<file path="src/rtl/data_stack.sv">
// Register-file operand stack feeding the ALU: tos/nos exposed combinationally.
// Define DATA_STACK_GUARD_EN to block illegal ops and raise sticky ovf/unf.
module data_stack #(
    parameter int WIDTH = 8,
    parameter int DEPTH = 16
) (
    input  logic                     clk,
    input  logic                     rst_n,
    input  logic                     op_valid,
    input  logic [2:0]               op,
    input  logic [WIDTH-1:0]         din,
    output logic [WIDTH-1:0]         tos,
    output logic [WIDTH-1:0]         nos,
    output logic [$clog2(DEPTH):0]   depth,
    output logic                     empty,
    output logic                     full,
    output logic                     ovf,
    output logic                     unf
);

    localparam int AW = $clog2(DEPTH);
    localparam int DW = AW + 1;

    localparam logic [2:0] OP_PUSH  = 3'd1;
    localparam logic [2:0] OP_POP   = 3'd2;
    localparam logic [2:0] OP_DUP   = 3'd3;
    localparam logic [2:0] OP_SWAP  = 3'd4;
    localparam logic [2:0] OP_REPL1 = 3'd5;
    localparam logic [2:0] OP_REPL2 = 3'd6;

    localparam logic [DW-1:0] FULL_CNT = DW'(DEPTH);

    logic [WIDTH-1:0] r_mem [DEPTH];
    logic [DW-1:0]    r_depth;

    logic [AW-1:0]    w_free;
    logic [AW-1:0]    w_top;
    logic [AW-1:0]    w_sec;
    logic [WIDTH-1:0] w_mtop;
    logic [WIDTH-1:0] w_msec;
    logic             w_full;
    logic             w_lt1;
    logic             w_lt2;
    logic [DW-1:0]    w_inc;
    logic [DW-1:0]    w_dec;

    logic             w_push;
    logic             w_pop;
    logic             w_dup;
    logic             w_swap;
    logic             w_repl1;
    logic             w_repl2;

    logic             w_we0;
    logic [AW-1:0]    w_idx0;
    logic [WIDTH-1:0] w_dat0;
    logic             w_we1;
    logic [AW-1:0]    w_idx1;
    logic [WIDTH-1:0] w_dat1;
    logic [DW-1:0]    w_dnxt;
    logic             w_ok;

    // Slot indices wrap modulo DEPTH so an unguarded build stays in range.
    assign w_free = r_depth[AW-1:0];
    assign w_top  = w_free - AW'(1);
    assign w_sec  = w_free - AW'(2);
    assign w_mtop = r_mem[w_top];
    assign w_msec = r_mem[w_sec];

    assign w_full = (r_depth == FULL_CNT);
    assign w_lt1  = (r_depth == '0);
    assign w_lt2  = (r_depth < DW'(2));
    assign w_inc  = w_full ? r_depth : r_depth + DW'(1);
    assign w_dec  = w_lt1 ? r_depth : r_depth - DW'(1);

    assign w_push  = op_valid && (op == OP_PUSH);
    assign w_pop   = op_valid && (op == OP_POP);
    assign w_dup   = op_valid && (op == OP_DUP);
    assign w_swap  = op_valid && (op == OP_SWAP);
    assign w_repl1 = op_valid && (op == OP_REPL1);
    assign w_repl2 = op_valid && (op == OP_REPL2);

    always_comb begin
        w_we0  = 1'b0;
        w_idx0 = w_top;
        w_dat0 = din;
        w_we1  = 1'b0;
        w_idx1 = w_sec;
        w_dat1 = w_mtop;
        w_dnxt = r_depth;
        unique case (1'b1)
            w_push: begin
                w_we0  = 1'b1;
                w_idx0 = w_free;
                w_dnxt = w_inc;
            end
            w_pop: begin
                w_dnxt = w_dec;
            end
            w_dup: begin
                w_we0  = 1'b1;
                w_idx0 = w_free;
                w_dat0 = w_mtop;
                w_dnxt = w_inc;
            end
            w_swap: begin
                w_we0  = 1'b1;
                w_dat0 = w_msec;
                w_we1  = 1'b1;
            end
            w_repl1: begin
                w_we0  = 1'b1;
            end
            w_repl2: begin
                w_we0  = 1'b1;
                w_idx0 = w_sec;
                w_dnxt = w_dec;
            end
            default: ;
        endcase
    end

`ifdef DATA_STACK_GUARD_EN
    logic w_err_o;
    logic w_err_u;
    logic r_ovf;
    logic r_unf;

    assign w_err_o = (w_push || w_dup) && w_full;
    assign w_err_u = ((w_pop || w_dup || w_repl1) && w_lt1)
                   || ((w_swap || w_repl2) && w_lt2);
    assign w_ok    = !(w_err_o || w_err_u);

    always_ff @(posedge clk) begin
        if (!rst_n) begin
            r_ovf <= 1'b0;
            r_unf <= 1'b0;
        end else begin
            if (w_err_o) r_ovf <= 1'b1;
            if (w_err_u) r_unf <= 1'b1;
        end
    end

    assign ovf = r_ovf;
    assign unf = r_unf;
`else
    assign w_ok = 1'b1;
    assign ovf  = 1'b0;
    assign unf  = 1'b0;
`endif

    always_ff @(posedge clk) begin
        if (!rst_n) begin
            r_depth <= '0;
        end else if (w_ok) begin
            r_depth <= w_dnxt;
        end
    end

    // Storage is never cleared; the depth count alone defines validity.
    always_ff @(posedge clk) begin
        if (rst_n && w_ok) begin
            if (w_we0) r_mem[w_idx0] <= w_dat0;
            if (w_we1) r_mem[w_idx1] <= w_dat1;
        end
    end

    assign tos   = w_lt1 ? '0 : w_mtop;
    assign nos   = w_lt2 ? '0 : w_msec;
    assign depth = r_depth;
    assign empty = w_lt1;
    assign full  = w_full;

endmodule

</file>
<file path="config.mk">
export PLATFORM = sky130hd
export DESIGN_NAME = data_stack
export DESIGN_NICKNAME = d
export VERILOG_FILES = /design/src/rtl/data_stack.sv
export SDC_FILE = /design/constraint.sdc
export NUM_CORES = 1
export LEC_CHECK = 0
export ABC_AREA = 1
export CAP_MARGIN = 10
export CORE_MARGIN = 8
export CORE_UTILIZATION = 40
export CTS_BUF_LIST = sky130_fd_sc_hd__clkbuf_4
export DETAILED_ROUTE_END_ITERATION = 7
export SLEW_MARGIN = 20
export SYNTH_ARGS = -nofsm -noshare
export SYNTH_HDL_FRONTEND = slang
export SYNTH_SLANG_ARGS = --single-unit
</file>
<file path="constraint.sdc">
create_clock -name clk -period 3.65 [get_ports clk]
set_input_delay 0.73 -clock clk [delete_from_list [all_inputs] [get_ports clk]]
set_output_delay 0.73 -clock clk [all_outputs]
set_load 0.05 [all_outputs]
</file>
== After elaboration in Yosys (flattened, before gate mapping) ==
Memory sizes are Yosys's and may differ from the RTL's.
Cells that the tools add are included.

* Logic and storage cells: 43
* Input bits: 14
* Memory bits (writable): 128
* Output and inout port bits: 25
* Flip-flop bits (word level): 5
* Memories: 1

* Add/subtract/negate cells: 4
* $lt $le $gt $ge: 1
* Reduce and logical (&&, ||, !) cells: 12
* Muxes and demuxes: 15
* Eq/ne operators: 9

{| class="wikitable"
|+ Memories
! memory !! words !! width !! read ports !! clocked after memory_dff !! wr ports !! RTL line !! text
|-
| r_mem || 16 || 8 || 2 || 0 || 2 || 33 || <nowiki>logic [WIDTH-1:0] r_mem [DEPTH];</nowiki>
|}

{| class="wikitable"
|+ Operator list
! cell !! count
|-
| 8-bit two-way mux || 2
|-
| 8-bit case mux with 2 select lines || 1
|-
| 5-bit two-way mux || 2
|-
| 5-bit case mux with 2 select lines || 1
|-
| 3-bit equality test, second input constant || 3
|-
| 1-bit two-way mux || 8
|-
| 4-bit case mux with 2 select lines || 1
|-
| 3-bit by 2-bit equality test with 1-bit output, second input constant || 2
|-
| 1-bit logical AND || 6
|-
| 5-bit by 1-bit adder with 5-bit output, second input constant || 1
|-
| 5-bit equality test, second input constant || 1
|-
| 5-bit zero test || 1
|-
| 5-bit by 2-bit less-than comparator with 1-bit output, second input constant || 1
|-
| 5-bit OR reduction || 1
|-
| 5-bit by 1-bit subtractor with 5-bit output, second input constant || 1
|-
| 2-bit != test, second input constant || 2
|-
| 2-bit OR reduction || 2
|-
| 4-bit by 1-bit subtractor with 4-bit output, second input constant || 1
|-
| 4-bit by 2-bit subtractor with 4-bit output, second input constant || 1
|-
| 3-bit by 1-bit equality test with 1-bit output, second input constant || 1
|-
| 3-bit AND reduction || 1
|-
| 2-bit nonzero test || 1
|}

== Logic depth before layout (Yosys ltp) ==
* Depth after elaboration: 7
* Depth in mapped cells: 17

== Worst setup path before layout ==
No wires, ideal clock.

* Path kind: flip-flop to output port
* Start: register r_depth[0], in the netlist depth[0]
* End: output tos[3]
* Path buffers: 5
* Required time: 2,920 ps
* Slack: -299 ps
* Cell stages (with the launch flop): 13
* Arrival time: 3,219 ps
* Cells stage by stage: dfxtp_1 > buf_2 > inv_2 > buf_4 > buf_4 > ha_1 > buf_2 > inv_1 > clkbuf_1 > nand3_1 > nand3_1 > nand3_2 > a21oi_1

* Cells in the longest elaborated chain, start to end: 3
* Elaborated cells on any way between the ends: 4
* Those cells by class: 1 x add/sub; 1 x mux; 1 x reduce/logical; 1 x memory

{| class="wikitable"
|+ RTL lines
! element !! RTL line !! text
|-
| start, declared || 34 || <nowiki>logic [DW-1:0] r_depth;</nowiki>
|-
| start signal, assigned || 156 || <nowiki>r_depth <= w_dnxt;</nowiki>
|-
| 4-bit by 1-bit subtractor with 4-bit output || 65 || <nowiki>assign w_top = w_free - AW'(1);</nowiki>
|-
| memory 16 x 8 bit || n/a ||
|-
| 8-bit two-way mux (*) || 168 || <nowiki>assign tos = w_lt1 ? '0 : w_mtop;</nowiki>
|-
| end, declared || 12 || <nowiki>output logic [WIDTH-1:0] tos,</nowiki>
|}

Mark *: on every way between the ends. The rest lies on a longest branch, timed or not.

== Worst setup path after layout ==
* Start: register r_depth[1], in the netlist depth[1]
* End: output tos[7]

Same word-level chain as after synthesis.

==> flow_metrics.py <==
metrics = {
    "logic_synthesis": {
        "seq_area_frac_synth_pct": 40.03,
        "synth_top_cells_by_area": "edfxtp_1, nand2_1, nand3_1",
        "avgSynthCellArea_um2": 6.852,
        "ys_seq_elements": 133,
        "synth_area_leader_cell": "edfxtp_1",
        "synth_top_area_share_pct": 39.01,
        "postSynthCellCount": 1438,
        "synth_cell_type_count": 34,
        "yosysWarnings": 0,
        "synth_area_um2": 9853,
    },
    "floorplan": {
        "dieWidth_um": 173.0,
        "rows": 57,
        "start_util_pct": 40.63,
        "die_area_um2": 29910,
        "fp.dieH_um": 173.0,
        "io_pins": 39,
        "core_area_um2": 24250,
    },
    "power": {
        "p_total_uw": 4969,
        "leakage_uw": 0.005325,
        "peakVddDrop_mv": 0.2224,
        "power_density_nw_per_um2": 450.9,
    },
    "cells_and_area": {
        "area_growth_pct": 11.83,
        "fin_area_um2": 11020,
        "drive_gt1_share_pct": 13.12,
        "final_core_util_pct": 45.44,
        "layout.nets": 1498,
        "fill_cells": 2488,
    },
    "timing": {
        "fin_skew_ps": 30.48,
        "drv_slew": 0,
        "worstMarginPinSlew_ps": 650.2,
        "setup_viol": 0,
        "finalSetupTns_ps": 0,
        "timing.final.ws_setup_ps": 112.0,
        "min_period_ps": 3538,
        "min_period_over_period_pct": 96.93,
        "hold_viol": 0,
        "relSlewSlack_pct": 56.36,
        "max_freq_ghz": 0.2826,
    },
    "routing": {
        "routed_wl_um": 34700,
        "dr.pass1.iters": 6,
        "dr.first_iter.drc_count": 981,
        "route.detailed.drc": 0,
        "vias": 9420,
        "antenna_left": 0,
        "routedWlPerCell_um": 19.16,
        "via_per_inst": 5.202,
    },
    "worst_hold_path": {
        "hp-class": "reg -> reg",
        "min_from": "depth[0]",
        "hold_path_end": "depth[0]",
        "whs_path_depth": 2,
    },
    "clocking": {
        "clk_path_buf_depth": 2,
        "clk_latency_ps": 560,
        "path_clk_slew_ps": 140,
        "clockRootBuffer": "clkbuf_4",
        "cts.sinks": 133,
        "holdBufCountCts": 0,
        "htree_levels": 4,
        "numCtsBuffers": 17,
        "cts_tree": "done",
    },
    "place": {
        "gp_congestion": 0.9140,
        "portBuffers": 36,
        "place_ws_ps": 366.4,
        "place_hpwl_um": 23330,
        "dpl-instance-area_um2": 10640,
    },
    "worst_setup_path": {
        "cp_data_arrival_time_ps": 2810,
        "ff2ff_setup_slack_ps": 670,
        "crit_chain": "inv_4, ha_1, inv_1, buf_4, o211ai_1, nand3_1, nand3_2, a21oi_2, buf_4",
        "worstPathRequired_ps": 2920,
        "worstSetupPathType": "reg -> out",
        "r2r_start": "depth[1]",
        "cpMaxStageDelayCell": "dfxtp_1",
        "cpMostUsedCell": "buf_4",
        "endpoint_kind": "output pin",
        "crit_fanout": 19,
        "reg2reg_to": "r_mem[15][7]",
        "start_kind": "flip-flop",
        "r2r_cells": 11,
        "critPathMaxStageDelay_ps": 360,
    },
    "run": {
        "cap_viol_max_count": 0,
    },
    "grt": {
        "grt_pass1_wl_um": 51940,
        "grt_max_degree": 123,
        "grt.total_usage_pct": 22.79,
        "grt_pass1_vias": 8812,
        "antenna_found_initial": 1,
        "grt_remaining_overflow": 0,
    },
    "outcome": {
        "status": "complete, no violations",
    },
}
## per-stage QoR
| stage | instances | hold WS (ps) |
|---|---|---|
| global route | 1811 | 598.6 |
| finish | 1811 | 561.5 |
| detailed placement | 1773 | 547.3 |
| global placement | 1773 | 546.6 |
| floorplan | 1439 | 812.6 |
| CTS | 1805 | 569.8 |
## Yosys cell counts, drive strengths merged
cell type  count
conb           1
nand2        760
buf           50
nor3           3
o211ai         8
inv          172
a21oi         17
nand3        185
o21ai         33
nor2          39
clkinv         4
o22ai          2
xnor2          1
dfxtp          5
edfxtp       128
ha            10
fa             1
xor2           5
nand4          1
clkbuf        13
## layer usage
metal  track usage [%]  up-vias  wire length [um]
met5                 0        -                 0
met4             11.79        0              1679
met3             4.117      112              3077
met2             36.24      457             15690
met1             29.29     4281             14250
li1                  -     4570                 -
## power by group
group / total, uW / internal [uW] / switching, uW
clock: 1060 / 486 / 575
sequential: 1740 / 1730 / 14.7
combinational: 2170 / 538 / 1630
total: 4970 / 2750 / 2220
## sequential cells by signal, indices dropped and copies added, names as in the netlist
name / cells
r_mem: 128
depth: 5
## how the worst max path moves through the flow
stage	start	to	slack, ps
after floorplan	depth[1]	tos[0]	-10
after global placement	op_valid	r_mem[12][7]	390
after global routing	depth[2]	nos[7]	-3
final	depth[1]	tos[7]	110
after CTS	depth[1]	tos[7]	20
after detailed placement	op_valid	r_mem[12][1]	370
## logic make-up (layout without fill, tap and decap cells)
group	Yosys count	after routing	synth area share, %
buf+inv	239	286	10.55
fa+ha+maj	11	11	1.473
other cells	1	3	0.03806
simple gates	988	988	43.83
xor+xnor	6	6	0.8000
flops	133	133	40.03
compound gates	60	60	3.276
## critical path: cells and delay by family (launching register included)
| family | cells | cell delay, ps |
|---|---|---|
| DFF | 1 | 360 |
| and+or+nand+nor | 2 | 360 |
| adders and majority gates | 1 | 310 |
| buffers and inverters | 4 | 790 |
| AOI/OAI and AO/OA | 2 | 400 |
## area by class of cell
| class | instances | area [um^2] | area share (%) |
|---|---|---|---|
| multi-input cells | 1067 | 4911 | 44.57 |
| flip-flops and latches | 133 | 3949 | 35.84 |
| repair buffers | 78 | 780.7 | 7.085 |
| inverters | 176 | 669.4 | 6.075 |
| well taps | 324 | 405.4 | 3.679 |
| clock inverters | 13 | 158.9 | 1.442 |
| clock buffers | 19 | 142.6 | 1.294 |
| diodes | 1 | 2.502 | 0.02271 |
## cell usage in the layout (no fill, tap or decap), types with 5 or more instances in the layout
cell type and count:
clkinvlp_4 5, o21ai_1 9, o21ai_0 24, nand3_2 16
nand2_1 740, inv_2 23, a21oi_1 9, o211ai_1 8
nor2_4 10, nand2_4 8, nand2_2 12, nor2_1 19
nand3_1 161, a21oi_2 8, clkinv_1 5, buf_12 12
clkdlybuf4s50_1 18, nand3_4 8, clkbuf_4 20, ha_1 10
buf_4 47, nor2_2 10, edfxtp_1 128, inv_1 146
## timing repair
| item | in CTS | in global routing |
|---|---|---|
| gates resized for setup | 1 | 3 |
| endpoints found under the hold margin | 0 | 0 |
| pin swaps | 0 | 2 |
| buffers inserted | 0 | 5 |
| setup endpoints to repair | 1 | 16 |
Note: power is estimated with default switching activity, not from simulation.
